**src/rtl/shifter_pkg.sv**
```systemverilog
// Shared constants and helpers for the pipelined barrel shifter.
// Mode 2'b11 is a logical right shift only when SHIFTER_SRL_EN is defined.
package shifter_pkg;

  localparam logic [1:0] MODE_SLL = 2'b00;
  localparam logic [1:0] MODE_SRA = 2'b01;
  localparam logic [1:0] MODE_ROR = 2'b10;
  localparam logic [1:0] MODE_SRL = 2'b11;

  // Stage 1 resolves shamt bits [SHAMT_W-1:H]; stage 2 resolves [H-1:0].
  function automatic int split_point(input int shamt_w);
    return shamt_w / 2;
  endfunction

endpackage

```
**src/rtl/shift_stage.sv**
```systemverilog
// One combinational shifter slice: shifts by amt_i * 2**BASE in the selected mode.
// Optional SRL support for mode 2'b11 is compiled in with SHIFTER_SRL_EN.
module shift_stage
  import shifter_pkg::*;
#(
  parameter int WIDTH = 16,
  parameter int AMT_W = 2,
  parameter int BASE  = 0
) (
  input  logic [WIDTH-1:0] data_i,
  input  logic [AMT_W-1:0] amt_i,
  input  logic [1:0]       mode_i,
  output logic [WIDTH-1:0] data_o
);

  localparam int SH_W = AMT_W + BASE;

  logic [SH_W-1:0] sh;

  assign sh = SH_W'(amt_i) << BASE;

  // NOTE: combinational outputs get a default first so no path can infer a latch.
  always_comb begin
    data_o = '0;
    case (mode_i)
      MODE_SLL: data_o = data_i << sh;
      MODE_SRA: data_o = $signed(data_i) >>> sh;
      // A left shift by WIDTH yields zero, so sh == 0 still rotates correctly.
      MODE_ROR: data_o = (data_i >> sh) | (data_i << (WIDTH - sh));
`ifdef SHIFTER_SRL_EN
      MODE_SRL: data_o = data_i >> sh;
`endif
      default:  data_o = '0;
    endcase
  end

endmodule

```
**src/rtl/pipe_shifter.sv**
```systemverilog
// Two-stage pipelined barrel shifter with valid/ready handshakes and a pass-through tag.
// Define SHIFTER_SRL_EN to make mode 2'b11 a logical right shift; otherwise it yields zero.
module pipe_shifter
  import shifter_pkg::*;
#(
  parameter int WIDTH   = 16,
  parameter int SHAMT_W = $clog2(WIDTH),
  parameter int TAG_W   = 4
) (
  input  logic               clk,
  input  logic               rst_n,
  input  logic               flush,
  input  logic               in_valid,
  output logic               in_ready,
  input  logic [WIDTH-1:0]   in_data,
  input  logic [SHAMT_W-1:0] in_shamt,
  input  logic [1:0]         in_mode,
  input  logic [TAG_W-1:0]   in_tag,
  output logic               out_valid,
  input  logic               out_ready,
  output logic [WIDTH-1:0]   out_data,
  output logic [TAG_W-1:0]   out_tag,
  output logic               out_zero,
  output logic               out_neg
);

  localparam int H    = split_point(SHAMT_W);
  localparam int HI_W = SHAMT_W - H;

  logic               s1_valid_q, s1_valid_d;
  logic [WIDTH-1:0]   s1_data_q, s1_data_d;
  logic [H-1:0]       s1_shamt_q;
  logic [1:0]         s1_mode_q;
  logic [TAG_W-1:0]   s1_tag_q;

  logic               out_valid_q, out_valid_d;
  logic [WIDTH-1:0]   out_data_q;
  logic [TAG_W-1:0]   out_tag_q;
  logic               out_zero_q, out_neg_q;

  logic [WIDTH-1:0]   s2_result;
  logic               s1_adv, s2_adv, s2_load;

  assign s2_adv   = !out_valid_q || out_ready;
  assign s1_adv   = !s1_valid_q || s2_adv;
  assign in_ready = s1_adv && rst_n;
  assign s2_load  = s2_adv && s1_valid_q;

  shift_stage #(.WIDTH(WIDTH), .AMT_W(HI_W), .BASE(H)) u_stage1 (
    .data_i (in_data),
    .amt_i  (in_shamt[SHAMT_W-1:H]),
    .mode_i (in_mode),
    .data_o (s1_data_d)
  );

  shift_stage #(.WIDTH(WIDTH), .AMT_W(H), .BASE(0)) u_stage2 (
    .data_i (s1_data_q),
    .amt_i  (s1_shamt_q),
    .mode_i (s1_mode_q),
    .data_o (s2_result)
  );

  always_comb begin
    s1_valid_d  = s1_valid_q;
    out_valid_d = out_valid_q;
    if (flush) begin
      s1_valid_d  = 1'b0;
      out_valid_d = 1'b0;
    end else begin
      if (s1_adv) s1_valid_d  = in_valid;
      if (s2_adv) out_valid_d = s1_valid_q;
    end
  end

  // NOTE: sequential state uses non-blocking assignments so every register samples pre-edge values.
  always_ff @(posedge clk) begin
    if (!rst_n) begin
      s1_valid_q  <= 1'b0;
      out_valid_q <= 1'b0;
      out_data_q  <= '0;
      out_tag_q   <= '0;
      out_zero_q  <= 1'b0;
      out_neg_q   <= 1'b0;
    end else begin
      s1_valid_q  <= s1_valid_d;
      out_valid_q <= out_valid_d;
      if (s2_load) begin
        out_data_q <= s2_result;
        out_tag_q  <= s1_tag_q;
        out_zero_q <= (s2_result == '0);
        out_neg_q  <= s2_result[WIDTH-1];
      end
    end
  end

  // NOTE: stage-1 payload is qualified by s1_valid_q, so it needs no reset.
  always_ff @(posedge clk) begin
    if (s1_adv) begin
      s1_data_q  <= s1_data_d;
      s1_shamt_q <= in_shamt[H-1:0];
      s1_mode_q  <= in_mode;
      s1_tag_q   <= in_tag;
    end
  end

  assign out_valid = out_valid_q;
  assign out_data  = out_data_q;
  assign out_tag   = out_tag_q;
  assign out_zero  = out_zero_q;
  assign out_neg   = out_neg_q;

endmodule
```
**config.mk**
```make
export PLATFORM = sky130hd
export DESIGN_NAME = pipe_shifter
export DESIGN_NICKNAME = d
export VERILOG_FILES = /design/src/rtl/shifter_pkg.sv /design/src/rtl/shift_stage.sv /design/src/rtl/pipe_shifter.sv
export SDC_FILE = /design/constraint.sdc
export NUM_CORES = 1
export LEC_CHECK = 0
export ABC_AREA = 1
export CORE_ASPECT_RATIO = 1.75
export CORE_MARGIN = 4
export CORE_UTILIZATION = 40
export DETAILED_ROUTE_END_ITERATION = 6
export HOLD_SLACK_MARGIN = 0.02
export SETUP_SLACK_MARGIN = 0.1
export SKIP_CTS_REPAIR_TIMING = 1
export SYNTH_ARGS = -nofsm -noshare
export SYNTH_HDL_FRONTEND = slang
export SYNTH_SLANG_ARGS = --single-unit
```
**constraint.sdc**
```tcl
create_clock -name clk -period 3 [get_ports clk]
set_input_delay 0.6 -clock clk [delete_from_list [all_inputs] [get_ports clk]]
set_output_delay 0.6 -clock clk [all_outputs]
set_load 0.02 [all_outputs]
```
# --- Word-level counts from Yosys, hierarchy flattened ---
# Cells that the tools add are included.
classes:
  add_sub_neg: 2
  n_reduce_logical: 10
  n_shift: 8
  eq_ne: 4
  n_mux: 2
  bitwise_logic: 3
ops:
  columns: ["cell", "count"]
  rows:
  - ["one-hot mux 16 bit (3 select lines)", 2]
  - ["<< shifter 16 x 32 -> 16 bit", 2]
  - ["OR 16 bit", 2]
  - ["logical NOT 16 bit", 1]
  - ["<< shifter 16 x 2 -> 16 bit", 1]
  - ["<< shifter 16 x 4 -> 16 bit", 1]
  - ["right shift 16 x 2 -> 16 bit", 1]
  - ["right shift 16 x 4 -> 16 bit", 1]
  - [">>> shifter 16 x 2 -> 16 bit", 1]
  - [">>> shifter 16 x 4 -> 16 bit", 1]
  - ["subtractor 5 x 2 -> 6 bit, first input constant", 1]
  - ["subtractor 5 x 4 -> 6 bit, first input constant", 1]
  - ["== test 2 x 1 -> 1 bit, second input constant", 2]
  - ["== test 2 bit, second input constant", 2]
  - ["logical NOT 2 bit", 2]
  - ["logical AND 1 bit", 2]
  - ["logical NOT 1 bit", 2]
  - ["logical OR 1 bit", 2]
  - ["OR reduction 2 bit", 1]
  - ["inverter 1 bit", 1]
word_totals:
  output_inout_bits: 24
  word_cells: 39
  regBits: 48

# --- Logic depth before layout (Yosys ltp) ---
# Gate-level depths: netlist (run 1).
logic_depth:
  ltp_word: 5
  ltp_mapped: 15
  mapped_depth_nobuf: 13

# --- Cells and area by module ---
# A second synthesis (run 1) with hierarchy kept.
hier_totals:
  hier_cells: 510
  hier_area_um2: 3328.2
modules_own_cells:
  columns: ["mod", "n_inst", "seq_area_each_um2", "cells_per_inst", "area_each_um2"]
  rows:
  - ["pipe_shifter", 1, 1181.1, 142, 1611.5]
  - ["shift_stage at u_stage2", 1, 0.0, 191, 907.1]
  - ["shift_stage at u_stage1", 1, 0.0, 177, 809.5]

# --- Least setup slack after synthesis (run 1) ---
# No wires, ideal clock.
synth_timing:
  kind: "input -> register"
  start: "input in_shamt[2]"
  end: "register s1_data_q[12] (data pin)"
  setup_slack_ps: 642
  path_stages: 10
  path_buffers: 3
  setup_ps: 275
  required_time_ps: 2725
  t_arrival_ps: 2083
  path_cell_list: "buf_2 -> inv_1 -> buf_2 -> buf_2 -> ha_1 -> nor2_1 -> nand2_1 -> o21ai_2 -> nor2_1 -> o221ai_1"
synth_between:
  elab_chain_len: 4
  word_cells_on_any_way: 7
synth_rtl:
  columns: ["item", "line", "text"]
  rows:
  - ["start: declaration", "pipe_shifter.sv:16", "input logic [SHAMT_W-1:0] in_shamt,"]
  - ["subtractor 5 x 4 -> 6 bit", "shift_stage.sv:29", "MODE_ROR: data_o = (data_i >> sh) | (data_i << (WIDTH - sh));"]
  - ["<< shifter 16 x 32 -> 16 bit", "shift_stage.sv:29", null]
  - ["OR 16 bit", "shift_stage.sv:29", null]
  - ["one-hot mux 16 bit (3 select lines) *", "shift_stage.sv:25", "case (mode_i)"]
  - ["net s1_data_d[12]", "pipe_shifter.sv:31", "logic [WIDTH-1:0] s1_data_q, s1_data_d;"]
  - ["end signal: assignment", "pipe_shifter.sv:99", "s1_data_q <= s1_data_d;"]
  - ["end: declaration", "pipe_shifter.sv:31", null]
# The timed path passes the listed nets; every way through them passes the cells marked *.
# A chain may end at the register's enable or synchronous reset.

# --- Worst setup path in the final report (run 1) ---
layout_timing:
  start: "input out_ready"
  end: "output in_ready"
layout_between:
  elab_chain_len: 3
layout_rtl:
  columns: ["item", "line", "text"]
  rows:
  - ["start: declaration", "pipe_shifter.sv:20", "input logic out_ready,"]
  - ["logical OR 1 bit", "pipe_shifter.sv:44", "assign s2_adv = !out_valid_q || out_ready;"]
  - ["logical OR 1 bit", "pipe_shifter.sv:45", "assign s1_adv = !s1_valid_q || s2_adv;"]
  - ["logical AND 1 bit", "pipe_shifter.sv:46", "assign in_ready = s1_adv && rst_n;"]
  - ["end: declaration", "pipe_shifter.sv:14", "output logic in_ready,"]
# No other way between the ends.

==> impl_metrics.json, run 1 <==
{
  "status": "completed",
  "async_reset_ff_frac": 0,
  "max-slew-margin-rel": 0.476,
  "viasPerCell": 5.28,
  "wire_per_inst_um": 15.1,
  "worstPathArrival_ns": 1.89,
  "critical_path.startpoint_type": "input port",
  "hold_path.startpoint": "out_tag[1]",
  "synth-edff-count": 24,
  "synth.area.top_cells": "edfxtp_1 (22%), nand2_1 (17%), dfxtp_1 (14%)",
  "port_buffers": 54,
  "clk_pin_slew_ns": 0.06,
  "synth_largest_area_cell": "edfxtp_1",
  "nFillCells": 815,
  "first_pass_iters": 5,
  "numCtsBuffers": 5,
  "drc": 0,
  "insertion_delay_ns": 0.29,
  "crit_path_start": "out_ready",
  "finalSetupTns_ns": 0,
  "slew_viol_final": 0,
  "grt_pass1_wl_um": 14900,
  "first_iter_violations": 135,
  "path_max_fanout": 2,
  "syn_area_per_cell_um2": 6.77,
  "clock_path_buffers": 2,
  "die_area_um2": 9610,
  "syn_area_um2": 3220,
  "die_width_um": 75.9,
  "worstSetupEndpointType": "output pin",
  "io_pins": 55,
  "start_util": 0.408,
  "cts-htree-levels": 2,
  "grt_use_total": 0.204,
  "yosysWarnings": 0,
  "synth-seq-area-share": 0.366,
  "coreArea_um2": 7910,
  "ant_nets": 0,
  "synth.top_cell.area_share": 0.224,
  "postRouteWirelength_um": 9340,
  "worstHoldPathType": "flop to flop",
  "ys_seq_elements": 47,
  "cp_data_required_time_ns": 2.40,
  "root_buffer": "clkbuf_16",
  "min_period_ns": 2.49,
  "pwr_density_cell_nw_per_um2": 438,
  "synth_nets": 509,
  "path_class": "input port to output pin",
  "synth_top_flop_cell": "edfxtp_1",
  "grt_pass1_vias": 3239,
  "antenna-diode-count": 0,
  "place_hpwl_um": 7710,
  "fmax_ghz": 0.402,
  "power_uw": 1740,
  "syn_inst": 476,
  "grt_overflow": 0,
  "peakVddDrop_v": 0.000275,
  "syn2layout_area_growth_pct": 23.1,
  "cts.sinks": 47,
  "ys_types": 40,
  "r2r-start": "s1_shamt_q[1]",
  "drive_above_1_share": 0.0833,
  "hold_viol": 0,
  "finalWeightedCongestion": 0.893,
  "final_nets": 560,
  "cts_tree": "yes",
  "grt_max_degree": 26,
  "worst_pin_slew_ns": 0.783,
  "rsz0062_at_grt": "false",
  "antenna_found_initial": 0,
  "vias": 3266,
  "setup_viol": 0,
  "finClkSkew_ns": 0.00486,
  "total_leakage_power_uw": 0.00195,
  "drv_cap": 0,
  "min_period_over_period": 0.829,
  "num_rows": 43,
  "die_h_um": 127
}
per-stage QoR:
step | setup WS (ns) | util | area, um^2 | hold slack [ns] | cells
after floorplan | 0.642 | - | 3220 | 0.467 | 476
final | 0.513 | 0.502 | 3970 | 0.486 | 618
after global placement | 0.441 | 0.483 | 3820 | 0.468 | 610
after global routing | 0.458 | 0.502 | 3970 | 0.511 | 618
after detailed placement | 0.371 | 0.483 | 3820 | 0.476 | 610
after CTS | 0.499 | 0.502 | 3970 | 0.486 | 618
cell usage in the layout (no fill, tap or decap), types with 2 or more instances in the layout:
master,count
nand2_1,146
nor2_1,61
clkdlybuf4s50_1,54
nand3_1,50
inv_1,48
o21ai_0,29
edfxtp_1,24
dfxtp_1,23
buf_4,12
a21oi_1,11
o211ai_1,8
nand2_2,8
a31oi_1,7
o221ai_1,6
nand2_4,5
clkbuf_16,5
inv_2,3
o32ai_1,3
o21ai_2,2
a21boi_0,2
a21oi_2,2
ha_1,2
clkinvlp_4,2
sequential cells by signal, summed over array words and instances (netlist names):
signal / flops
out_data: 16
out_valid: 1
s1_tag_q: 4
out_tag: 4
out_zero: 1
s1_valid_q: 1
s1_data_q: 16
s1_mode_q: 2
s1_shamt_q: 2
cell type report:
type / instances / area, um^2 / share of cell area
timing repair buffer: 66 / 631 / 0.159
sequential: 47 / 1180 / 0.298
clock inverter: 3 / 20.0 / 0.00505
clock buffer: 5 / 125 / 0.0315
multi-input combinational: 354 / 1690 / 0.427
inverter: 53 / 204 / 0.0514
tap: 90 / 113 / 0.0284
power breakdown:
group	total, uW	switching (uW)	leakage [uW]	internal [uW]
registers	764	36.4	0.000456	727
clock network	534	228	0.0000620	306
logic	441	266	0.00143	174
total	1740	530	0.00195	1210
layer usage:
layer | routed length, um | GRT usage
met4 | 551 | 0.128
met3 | 357 | 0.0254
met2 | 5330 | 0.395
met5 | 0 | 0
met1 | 3100 | 0.181
cell usage after synthesis, drive strengths merged (2+ instances only):
| master | number |
|---|---|
| nand2 | 159 |
| o221ai | 6 |
| dfxtp | 23 |
| o32ai | 3 |
| a31oi | 7 |
| nor2 | 62 |
| clkbuf | 5 |
| o211ai | 8 |
| ha | 2 |
| inv | 52 |
| a21boi | 3 |
| a21oi | 13 |
| edfxtp | 24 |
| buf | 17 |
| o21ai | 32 |
| nand3 | 51 |
critical path, cell delays in order:
cell and delay, ns:
clkdlybuf4s50_1 0.45, inv_1 0.05, nand3_1 0.09, nand2_1 0.06, inv_1 0.05, clkdlybuf4s50_1 0.59
cells by family (layout without fill, tap and decap cells):
kind of cell	count (synthesis)	in the layout	share of synthesized area
adders and majority gates	2	2	0.00776
AOI/OAI and AO/OA	77	77	0.152
and+or+nand+nor	274	274	0.363
muxes	1	1	0.00311
buffers and inverters	75	127	0.108
DFF	47	47	0.366
worst paths after layout:
check / slack [ns] / depth (start not counted) / to
min reg2reg: 0.49 / 2 / out_tag[1]
max: 0.51 / 6 / in_ready
min: 0.49 / 2 / out_tag[1]
max reg2reg: 0.94 / 9 / out_zero
Power figures use the tool's default switching activity.
==> inputs of run 2 (changes only) <==
--- a/config.mk
+++ b/config.mk
@@ -11,6 +11,7 @@
 export CORE_UTILIZATION = 40
 export DETAILED_ROUTE_END_ITERATION = 6
 export HOLD_SLACK_MARGIN = 0.02
+export PLACE_DENSITY = 0.65
 export SETUP_SLACK_MARGIN = 0.1
 export SKIP_CTS_REPAIR_TIMING = 1
 export SYNTH_ARGS = -nofsm -noshare
==> constraint.sdc (replaced) <==
create_clock -name clk -period 2.27 [get_ports clk]
set_input_delay 0.454 -clock clk [delete_from_list [all_inputs] [get_ports clk]]
set_output_delay 0.454 -clock clk [all_outputs]
set_load 0.02 [all_outputs]
==> impl_metrics.json, run 2 (synthesis results as in run 1) <==
{
  "swShare": 0.291,
  "numCtsBuffers": 5,
  "die_area_um2": 9610,
  "slew_viol_final": 0,
  "worst_pin_slew_ns": 0.563,
  "wire_per_inst_um": 14.4,
  "hold_viol": 0,
  "worstSetupEndpointType": "flop",
  "final_common_cell": "nand2_1",
  "cp_data_required_time_ns": 2.29,
  "multiInputGateArea_um2": 1700,
  "grt_use_total": 0.194,
  "setup_viol": 0,
  "num_rows": 43,
  "min_period_ns": 1.94,
  "final_cells": 625,
  "path_class": "input port to flop",
  "grt_pass1_wl_um": 14500,
  "vias": 3264,
  "nFillCells": 778,
  "insertion_delay_ns": 0.29,
  "worstHoldPathType": "flop to flop",
  "finalWeightedCongestion": 0.963,
  "total_leakage_power_uw": 0.00201,
  "p_int_uw": 1720,
  "finalSetupTns_ns": 0,
  "power_frac_comb": 0.244,
  "die_h_um": 127,
  "place_hpwl_um": 7460,
  "cts-htree-levels": 2,
  "drv_cap": 0,
  "start_util": 0.408,
  "finClkSkew_ns": 0.00504,
  "min_period_over_period": 0.856,
  "pwr_density_cell_nw_per_um2": 597,
  "antenna_found_initial": 0,
  "cts_tree": "yes",
  "p_seq_frac": 0.416,
  "max-slew-margin-rel": 0.621,
  "peakVddDrop_v": 0.000311,
  "postRouteWirelength_um": 8990,
  "viasPerCell": 5.22,
  "first_iter_violations": 167,
  "max_stage_delay_ns": 0.47,
  "worstPathArrival_ns": 1.97,
  "coreArea_um2": 7910,
  "power_uw": 2420,
  "critPathBufInv": 2,
  "io_pins": 55,
  "drive_above_1_share": 0.0972,
  "fmax_ghz": 0.515,
  "rsz0062_at_grt": "false",
  "worstPathCellList": "clkdlybuf4s50_1 -> inv_1 -> ha_1 -> nor2_1 -> nand2_1 -> o21ai_2 -> nor2_2 -> o221ai_1",
  "grt_overflow": 0,
  "clock_path_buffers": 2,
  "layout_common_cells": "nand2_1 (146), nor2_1 (60), clkdlybuf4s50_1 (53)",
  "crit_path_top_delay_cell": "clkdlybuf4s50_1",
  "root_buffer": "clkbuf_16",
  "final_nets": 567,
  "grt_pass1_vias": 3150,
  "clkPwrFrac": 0.340,
  "clk_pin_slew_ns": 0.06,
  "power_switching_uw": 704,
  "ant_nets": 0,
  "cts.sinks": 47,
  "port_buffers": 54,
  "path_max_fanout": 7,
  "cp_top_family": "buffers and inverters",
  "die_width_um": 75.9,
  "drc": 0,
  "antenna-diode-count": 0,
  "first_pass_iters": 5,
  "status": "completed",
  "syn2layout_area_growth_pct": 26.0,
  "grt_max_degree": 26,
  "regArea_um2": 1180,
  "dp_cells": 617,
  "critical_path.startpoint_type": "input port"
}
==> run 2: cell types whose count changed in the layout (fill, tap and decap cells not counted), sizes merged <==
cell and delta:
buf +7, clkdlybuf4s50 -1, bufinv +1, clkinv +1, clkinvlp -2, dlymetal6s2s +1
==> run 2: routing by layer <==
layer  track usage  share of wire
met1         0.183           0.34
met2         0.364           0.55
met3        0.0270          0.045
met4         0.125          0.061
met5             0              0
==> run 2: final timing paths <==
kind                 startpoint       endpoint  slack [ns]  cells past startpoint
hold reg to reg        out_zero       out_zero        0.48                      2
setup reg to reg  s1_shamt_q[0]       out_zero        0.40                     12
setup / recovery    in_shamt[2]  s1_data_q[13]        0.33                      8
hold / removal         out_zero       out_zero        0.48                      2
==> run 2: metrics by stage <==
step / area [um^2] / setup WS, ns / util / hold WS [ns]
final: 4060 / 0.326 / 0.513 / 0.478
after global routing: 4060 / 0.185 / 0.513 / 0.510
after CTS: 4060 / 0.0499 / 0.513 / 0.478
after detailed placement: 3890 / 0.0206 / 0.492 / 0.468
after global placement: 3890 / 0.0585 / 0.492 / 0.468
after floorplan: 3230 / 0.119 / - / 0.467
==> run 2: final cells by class <==
cell class / instances / area share
tap: 90 / 0.0277
sequential: 47 / 0.291
inverter: 53 / 0.0502
multi-input combinational: 354 / 0.418
clock inverter: 3 / 0.0108
clock buffer: 5 / 0.0308
timing repair buffer: 73 / 0.172
==> run 2: worst reg2reg max path, cell delays in order (launching register included) <==
cell and delay (ns):
edfxtp_1 0.47, buf_4 0.23, nand2_1 0.10, nand2_1 0.15
nand2_1 0.09, nand3_1 0.07, nand2_1 0.06, inv_1 0.04
nor2_1 0.20, nand3_1 0.11, nor2_1 0.12, nand2_1 0.07
a21oi_2 0.10
==> run 2: power groups by stage <==
stage / combinational (uW) / sequential, uW / clock (uW)
after floorplan: 363 / 1040 / 0
after global placement: 587 / 1030 / 0
after detailed placement: 587 / 1030 / 0
after CTS: 589 / 1010 / 837
after global routing: 662 / 1020 / 871
final: 591 / 1010 / 823
==> inputs of run 3 (changes only) <==
--- a/config.mk
+++ b/config.mk
@@ -13,7 +13,6 @@
 export HOLD_SLACK_MARGIN = 0.02
 export PLACE_DENSITY = 0.65
 export SETUP_SLACK_MARGIN = 0.1
-export SKIP_CTS_REPAIR_TIMING = 1
 export SYNTH_ARGS = -nofsm -noshare
 export SYNTH_HDL_FRONTEND = slang
 export SYNTH_SLANG_ARGS = --single-unit
==> impl_metrics.json, run 3 (synthesis results as in run 1) <==
{
  "status": "completed",
  "drive_above_1_share": 0.0972,
  "wire_per_inst_um": 14.4,
  "cts_tree": "yes",
  "io_pins": 55,
  "finalSetupTns_ns": 0,
  "path_class": "input port to flop",
  "hold_path.startpoint": "out_zero",
  "r2r-start": "s1_shamt_q[0]",
  "p_int_uw": 1720,
  "path_max_fanout": 7,
  "final_common_cell": "nand2_1",
  "first_iter_violations": 163,
  "die_width_um": 75.9,
  "slew_viol_final": 0,
  "min_period_over_period": 0.856,
  "worstPathArrival_ns": 1.97,
  "insertion_delay_ns": 0.29,
  "clock_path_buffers": 2,
  "die_area_um2": 9610,
  "layout_common_cells": "nand2_1 (146), nor2_1 (60), clkdlybuf4s50_1 (53)",
  "worstPathCellList": "clkdlybuf4s50_1 -> inv_1 -> ha_1 -> nor2_1 -> nand2_1 -> o21ai_2 -> nor2_2 -> o221ai_1",
  "min_period_ns": 1.94,
  "fmax_ghz": 0.515,
  "power_switching_uw": 704,
  "final_cell_area_um2": 4060,
  "power_frac_comb": 0.244,
  "p_seq_frac": 0.416,
  "grt_use_total": 0.194,
  "ff2ff_setup_slack_ns": 0.40,
  "viasPerCell": 5.22,
  "critPathBufInv": 2,
  "clkPwrFrac": 0.340,
  "grt_max_degree": 26,
  "antenna_found_initial": 0,
  "numCtsBuffers": 5,
  "worst_pin_slew_ns": 0.563,
  "grt_overflow": 0,
  "vias": 3261,
  "die_h_um": 127,
  "grt_pass1_vias": 3150,
  "peakVddDrop_v": 0.000311,
  "port_buffers": 54,
  "hold_viol": 0,
  "drv_cap": 0,
  "rsz0062_at_grt": "false",
  "start_util": 0.408,
  "total_leakage_power_uw": 0.00201,
  "pwr_density_cell_nw_per_um2": 597,
  "root_buffer": "clkbuf_16",
  "final_util": 0.513,
  "antenna-diode-count": 0,
  "drc": 0,
  "place_area_um2": 3890,
  "coreArea_um2": 7910,
  "syn2layout_area_growth_pct": 25.9,
  "setup_viol": 0,
  "crit_path_top_delay_cell": "clkdlybuf4s50_1",
  "swShare": 0.291,
  "grt_pass1_wl_um": 14500,
  "worstHoldPathType": "flop to flop",
  "cp_data_required_time_ns": 2.29,
  "critical_path.startpoint_type": "input port",
  "place_hpwl_um": 7460,
  "postRouteWirelength_um": 8980,
  "post_cts_buffers": 0,
  "crit_path_start": "in_shamt[2]",
  "final_nets": 567,
  "max_stage_delay_ns": 0.47,
  "worstSetupEndpointType": "flop",
  "cts.sinks": 47,
  "finalWeightedCongestion": 0.963,
  "finClkSkew_ns": 0.00503,
  "cp_top_family": "buffers and inverters",
  "max-slew-margin-rel": 0.621,
  "ant_nets": 0,
  "cts-htree-levels": 2,
  "clk_pin_slew_ns": 0.06,
  "num_rows": 43,
  "first_pass_iters": 5
}
## run 3: power groups by stage
stage	registers, uW	logic, uW	clock network, uW
2_1_floorplan	1040	363	0
3_3_place_gp	1030	587	0
3_5_place_dp	1030	587	0
4_1_cts	1010	588	837
5_1_grt	1020	662	871
6_report	1010	590	824
## run 3: metal layers
metal | up-vias | GRT usage | wire (um)
met5 | - | 0 | 0
met4 | 0 | 0.125 | 546
met3 | 32 | 0.0270 | 418
met2 | 122 | 0.364 | 4990
met1 | 1436 | 0.183 | 3030
li1 | 1671 | - | -
## run 3: repair_timing
| action | in CTS | in global routing |
|---|---|---|
| hold buffers | 0 | 0 |
| endpoints found under the setup margin | 1 | 0 |
| resized for setup | 1 | 0 |
## run 3: path summary, 6_finish.rpt
kind,cells after the start,end
max reg2reg,12,out_zero
min,2,out_zero
max,8,s1_data_q[13]
min reg2reg,2,out_zero
## run 3: worst min-delay path, stage by stage, from the launching register on
cell	delay, ns
dfxtp_1	0.31
nand2_1	0.08
a21oi_2	0.05
## run 3: area by class of cell
type,count,area (um^2)
fill,779,3850
multi-input combinational,354,1700
sequential,47,1180
timing repair buffer,73,694
inverter,53,204
clock buffer,5,125
tap,90,113
clock inverter,3,43.8
## run 3: metrics by stage
step / instances / hold slack [ns] / setup slack, ns / power, uW
3_3_place_gp: 617 / 0.468 / 0.0585 / 1610
6_report: 625 / 0.478 / 0.327 / 2420
4_1_cts: 625 / 0.478 / 0.324 / 2440
3_5_place_dp: 617 / 0.468 / 0.0206 / 1620
2_1_floorplan: 476 / 0.467 / 0.119 / 1400
5_1_grt: 625 / 0.510 / 0.185 / 2550
